**config.mk**
```make
export PLATFORM = sky130hd
export DESIGN_NAME = hazard_ctrl
export DESIGN_NICKNAME = d
export VERILOG_FILES = /design/src/rtl/hazard_ctrl.sv
export SDC_FILE = /design/constraint.sdc
export NUM_CORES = 1
export LEC_CHECK = 0
export CAP_MARGIN = 20
export CORE_MARGIN = 2
export CORE_UTILIZATION = 49
export DETAILED_ROUTE_END_ITERATION = 7
export GPL_TIMING_DRIVEN = 0
export HOLD_SLACK_MARGIN = 0.03
export PLACE_DENSITY = 0.81
export SLEW_MARGIN = 0
export SYNTH_ARGS = -nofsm -noshare
export SYNTH_HDL_FRONTEND = slang
export SYNTH_SLANG_ARGS = --single-unit
```
**constraint.sdc**
```tcl
create_clock -name clk -period 2.9 [get_ports clk]
set_input_delay 0.58 -clock clk [delete_from_list [all_inputs] [get_ports clk]]
set_output_delay 0.58 -clock clk [all_outputs]
set_load 0.005 [all_outputs]
```
**src/rtl/hazard_ctrl.sv**
```systemverilog
// Hazard/stall controller for the 5-stage pipeline: resolves memory-busy, jump flush and
// load-use hazards into per-register hold/bubble controls, and keeps perf counters.
module hazard_ctrl #(
  parameter int FLUSH_CYCLES = 1,
  parameter int MEM_TIMEOUT  = 255,
  parameter int CNT_W        = 32
) (
  input  logic             clk,
  input  logic             rst_n,
  input  logic [4:0]       id_rs1,
  input  logic [4:0]       id_rs2,
  input  logic             id_uses_rs1,
  input  logic             id_uses_rs2,
  input  logic             ex_mem_read,
  input  logic [4:0]       ex_rd,
  input  logic             ex_jump_en,
  input  logic             mem_req,
  input  logic             mem_ready,
  output logic             pc_stall,
  output logic             if_id_stall,
  output logic             if_id_clear,
  output logic             id_ex_stall,
  output logic             id_ex_clear,
  output logic             ex_mem_stall,
  output logic             mem_wb_clear,
  output logic             mem_timeout,
  output logic [CNT_W-1:0] stall_cycles,
  output logic [CNT_W-1:0] flush_events
);

  localparam int FC_W = (FLUSH_CYCLES < 1) ? 1 : $clog2(FLUSH_CYCLES + 1);
  localparam int WC_W = (MEM_TIMEOUT < 2) ? 1 : $clog2(MEM_TIMEOUT + 1);

  typedef enum logic {ST_RUN, ST_FLUSH} state_t;

  state_t           state_q, state_d;
  logic [FC_W-1:0]  flush_cnt_q, flush_cnt_d;
  logic [WC_W-1:0]  wait_cnt_q, wait_cnt_d;
  logic             mem_timeout_q, mem_timeout_d;
  logic [CNT_W-1:0] stall_cycles_q, stall_cycles_d;
  logic [CNT_W-1:0] flush_events_q, flush_events_d;

  logic busy, luh;
  logic pc_stall_c, if_id_stall_c, if_id_clear_c, id_ex_stall_c;
  logic id_ex_clear_c, ex_mem_stall_c, mem_wb_clear_c;

  assign busy = mem_req & ~mem_ready;
  assign luh  = ex_mem_read & (ex_rd != 5'd0) &
                ((id_uses_rs1 & (id_rs1 == ex_rd)) | (id_uses_rs2 & (id_rs2 == ex_rd)));

  // NOTE: every signal written here gets a default first, so no path can infer a latch.
  always_comb begin
    pc_stall_c     = 1'b0;
    if_id_stall_c  = 1'b0;
    if_id_clear_c  = 1'b0;
    id_ex_stall_c  = 1'b0;
    id_ex_clear_c  = 1'b0;
    ex_mem_stall_c = 1'b0;
    mem_wb_clear_c = 1'b0;
    state_d        = state_q;
    flush_cnt_d    = flush_cnt_q;
    wait_cnt_d     = wait_cnt_q;
    mem_timeout_d  = mem_timeout_q;
    flush_events_d = flush_events_q;

    if (busy) begin
      // Freeze everything upstream of MEM; a pending jump or load-use simply waits.
      pc_stall_c     = 1'b1;
      if_id_stall_c  = 1'b1;
      id_ex_stall_c  = 1'b1;
      ex_mem_stall_c = 1'b1;
      mem_wb_clear_c = 1'b1;
      if (wait_cnt_q != WC_W'(MEM_TIMEOUT)) wait_cnt_d = wait_cnt_q + WC_W'(1);
      if (wait_cnt_d == WC_W'(MEM_TIMEOUT)) mem_timeout_d = 1'b1;
    end else begin
      wait_cnt_d = '0;
      if (state_q == ST_FLUSH) begin
        if_id_clear_c = 1'b1;
        flush_cnt_d   = flush_cnt_q - FC_W'(1);
        if (flush_cnt_q == FC_W'(1)) state_d = ST_RUN;
      end else if (ex_jump_en) begin
        if_id_clear_c = 1'b1;
        id_ex_clear_c = 1'b1;
        if (flush_events_q != '1) flush_events_d = flush_events_q + CNT_W'(1);
        if (FLUSH_CYCLES > 0) begin
          state_d     = ST_FLUSH;
          flush_cnt_d = FC_W'(FLUSH_CYCLES);
        end
      end else if (luh) begin
        pc_stall_c    = 1'b1;
        if_id_stall_c = 1'b1;
        id_ex_clear_c = 1'b1;
      end
    end

    stall_cycles_d = stall_cycles_q;
    if (pc_stall_c && (stall_cycles_q != '1)) stall_cycles_d = stall_cycles_q + CNT_W'(1);
  end

  // NOTE: sequential state uses non-blocking assignments only, so every flop samples pre-edge values.
  always_ff @(posedge clk or negedge rst_n) begin
    if (!rst_n) begin
      state_q        <= ST_RUN;
      flush_cnt_q    <= '0;
      wait_cnt_q     <= '0;
      mem_timeout_q  <= 1'b0;
      stall_cycles_q <= '0;
      flush_events_q <= '0;
    end else begin
      state_q        <= state_d;
      flush_cnt_q    <= flush_cnt_d;
      wait_cnt_q     <= wait_cnt_d;
      mem_timeout_q  <= mem_timeout_d;
      stall_cycles_q <= stall_cycles_d;
      flush_events_q <= flush_events_d;
    end
  end

  // Controls are gated by reset so the pipeline sees no stray hold/bubble while held in reset.
  assign pc_stall     = pc_stall_c     & rst_n;
  assign if_id_stall  = if_id_stall_c  & rst_n;
  assign if_id_clear  = if_id_clear_c  & rst_n;
  assign id_ex_stall  = id_ex_stall_c  & rst_n;
  assign id_ex_clear  = id_ex_clear_c  & rst_n;
  assign ex_mem_stall = ex_mem_stall_c & rst_n;
  assign mem_wb_clear = mem_wb_clear_c & rst_n;
  assign mem_timeout  = mem_timeout_q;
  assign stall_cycles = stall_cycles_q;
  assign flush_events = flush_events_q;

endmodule

```
==> summary.md <==
| Metric | Value |
|---|---|
| Status | `completed` |
| Initial antenna violation count | `0` |
| Die W | `91.9 um` |
| Final Skew | `0.0110 ns` |
| Worst-path fanout max | `3` |
| Post-Syn Area | `0.00379 mm^2` |
| Routed vias/inst | `5.38` |
| Pint | `between 1.5 and 2 mW` |
| Global route overflow | `0` |
| Clock transition at path regs | `0.09 ns` |
| Die Span Y | `91.9 um` |
| Setup CP Type | `input port to primary output` |
| Fin Setup TNS | `0 ns` |
| Share of cells above drive strength 1 | `under 10%` |
| DRT Pass-1 Iters | `4` |
| Buffers on Ports | `94` |
| Sw Ratio | `27.7%` |
| GRT met3 Usage | `under 10%` |
| Most frequent cells in the layout | `77 x clkdlybuf4s50_1, 75 x dfrtp_1, 49 x xnor2_1, 43 x nand2_1, 30 x nor2_1` |
| Detailed-placement wirelength estimate | `6380 um` |
| Data arrival, critical path | `2.26 ns` |
| Measured slew at the worst slew-check pin | `about 0.57 ns` |
| P_leak | `2.21 nW` |
| Synth unique cells | `a little over 40` |
| Antenna-violating nets left | `0` |
| Register bit total from synthesis | `75` |
| TritonCTS Buffers | `9` |
| Combined buffer and inverter count along the critical path | `4` |
| Final period util | `97.8%` |
| Flop pwr share | `48.1%` |
| Largest net degree at the start of global routing | `42` |
| Placed cells | `571` |
| CP max stage cell | `nor4_2` |
| Fin cells | `590` |
| Drt initial violations | `186` |
| Clock network power share | `34.2%` |
| Io pins | `95` |
| CTS tree | `built` |
| DP Worst Slack | `-0.782 ns` |
| Final min period | `around 2.8 ns` |
| Hold_buf cts | `0` |
| Final Hold Viols | `0` |
| H-tree Lvls | `3` |
| Worst-case clock buffer depth | `2` |
| Area post-placement | `a little under 0.005 mm^2` |
| Warnings from Yosys | `0` |
| WL final | `8790 um` |
| Vias | `3,174` |
| Ant diodes | `0` |
| Row cnt | `32` |
| First-pass GRT wire length | `14,400 um` |
| Final instance area | `0.00514 mm^2` |
| Worst skew pair latency | `0.36 ns` |
| Syn Nets | `400` |
| Fmax | `0.353 GHz` |
| Die footprint | `0.00845 mm^2` |
| Vias in the first global route | `3,076` |
| Total track usage | `21.1%` |
| Initial core utilization | `49.8%` |
| Worst Setup End Kind | `primary output` |
| Avg Cell Area, Syn | `between 10 and 15 um^2` |
| Layout fillers | `596` |
| Combinational fraction of design power | `17.7%` |
| Top cell by count, worst path | `buf_4` |
| Seq/Total Area, Yosys | `roughly half` |
| Overall Power | `2.64 mW` |
| Max IR drop VDD | `0.380 mV` |
| Met1 GRT Util | `between 20% and 30%` |
| Max_cap viols | `0` |
| CP cell instances | `clkdlybuf4s15_2 -> xor2_1 -> nor4_2 -> a32oi_2 -> o41ai_4 -> and2_1 -> buf_4 -> buf_4 -> buf_6` |
| Hold WC Path Type | `input port to async pin` |
| Clk sinks | `75` |
| Synthesis-to-finish area growth | `35.8%` |
| Final net count | `just over 500` |
| CP Launch Type | `input port` |
| Max stage delay on crit path | `between 0.3 and 0.4 ns` |
| Synth Instances | `374` |
| P_sw | `~730 uW` |
| Required @ worst endpoint | `2.32 ns` |
| Final setup margin | `about 0.063 ns` |
| CTS root buffer | `clkbuf_8` |
| Top delay family on crit path | `simple AND/OR/NAND/NOR gates` |
| Core area | `roughly 0.0076 mm^2` |
| GRT busiest layer | `met2` |
| Slew Viols, Final | `0` |
| Commonest non-fill, non-tap cell in the layout | `clkdlybuf4s50_1` |
| Final setup fails | `0` |
| PwrDens | `512 mW/mm^2` |
| Utilization after layout | `67.6%` |
| WL/cell | `approximately 15 um` |
| Rel. slew slack | `between 60% and 70%` |
| RD Place Congestion | `0.843` |
| Drt drc | `0` |
| GRT met2 Usage | `between 30 and 40%` |
| Worst hold slack | `0.175 ns` |
[routing by layer]
metal,wire [um],share of wire [%]
met2,4200,48
met3,623,7.1
met1,3880,44
met5,0,0
met4,82,0.93
[worst reg2reg max path, cell delays in order (launching register included)]
cell and delay (ns):
dfrtp_1 0.46, and4_1 0.26, and4_1 0.20, clkbuf_1 0.17, a31oi_1 0.53, nand2_1 0.20
nor3_1 0.27, nand2_1 0.11, xnor2_1 0.13
[flip-flops by register name (all words and copies together) (netlist names)]
name / count
stall_cycles: 32
wait_cnt_q: 8
flush_events: 32
mem_timeout: 1
flush_cnt_q: 1
state_q: 1
[logic make-up (layout without fill, tap and decap cells)]
family                     after synthesis  count (layout)  synth area share, %
and+or+nand+nor                        178             178                 24.4
DFF                                     75              75                 49.5
xor gates and xnor gates                72              72                 16.6
AOI/OAI and AO/OA                       27              27                 5.09
buffers and inverters                   16             130                 2.44
adders and majority gates                3               3                0.991
muxes                                    3               3                0.859
[synth_stat cells, drive strengths merged]
library cell / number / area [um^2]
a2111oi: 1 / 8.76
a211oi: 1 / 7.51
a21o: 1 / 7.51
a21oi: 6 / 30.0
a31oi: 7 / 43.8
a32oi: 2 / 17.5
and2: 6 / 37.5
and3: 17 / 106
and4: 6 / 52.6
buf: 8 / 62.6
clkbuf: 3 / 11.3
dfrtp: 75 / 1880
ha: 3 / 37.5
inv: 5 / 18.8
mux2: 2 / 22.5
mux2i: 1 / 10.0
nand2: 43 / 161
nand2b: 1 / 6.26
nand3: 26 / 130
nand3b: 1 / 7.51
nand4: 23 / 169
nor2: 30 / 113
nor2b: 2 / 12.5
nor3: 14 / 70.1
nor3b: 2 / 15.0
nor4: 4 / 25.0
o2111ai: 1 / 8.76
o21ai: 5 / 25.0
o21bai: 1 / 7.51
o31a: 1 / 8.76
o41ai: 1 / 27.5
or2: 1 / 6.26
or3: 1 / 6.26
or4: 1 / 7.51
xnor2: 49 / 429
xor2: 23 / 201
[final cells by class]
class | instances | area [um^2] | share of cell area (%)
Sequential cell | 75 | 1880 | 36.5
Clock buffer | 9 | 124 | 2.41
Buffer | 11 | 77.6 | 1.51
Multi-Input combinational cell | 283 | 1860 | 36.1
Timing Repair Buffer | 98 | 962 | 18.7
Clock inverter | 7 | 101 | 1.97
Inverter | 5 | 18.8 | 0.365
Tap cell | 102 | 128 | 2.48
[power groups by stage]
stage          clock [mW]  sequential [mW]  combinational [mW]
2_1_floorplan           0             1.26               0.191
3_3_place_gp            0             1.28               0.449
3_5_place_dp            0             1.28               0.466
4_1_cts             0.918             1.26               0.469
5_1_grt             0.967             1.29               0.513
6_report            0.902             1.27               0.467
[path summary, 6_finish.rpt]
kind,startpoint,cells after the start,endpoint,slack (ns)
min reg2reg,mem_timeout$_DFFE_PN0P_,1,mem_timeout$_DFFE_PN0P_,0.46
max in group asynchronous,rst_n,2,wait_cnt_q[0]$_DFF_PN0_,2.14
max,ex_rd[3],9,pc_stall,0.06
min,rst_n,1,flush_events[16]$_DFFE_PN0P_,0.17
max reg2reg,flush_events[3]$_DFFE_PN0P_,8,flush_events[21]$_DFFE_PN0P_,0.47
min in group clk,mem_timeout$_DFFE_PN0P_,1,mem_timeout$_DFFE_PN0P_,0.46
[repair_timing]
action / in CTS / in global routing
pin swaps: 7 / 5
setup buffers: 3 / 0
endpoints found under the setup margin: 4 / 2
resized for setup: 40 / 2
Power figures use the tool's default switching activity.
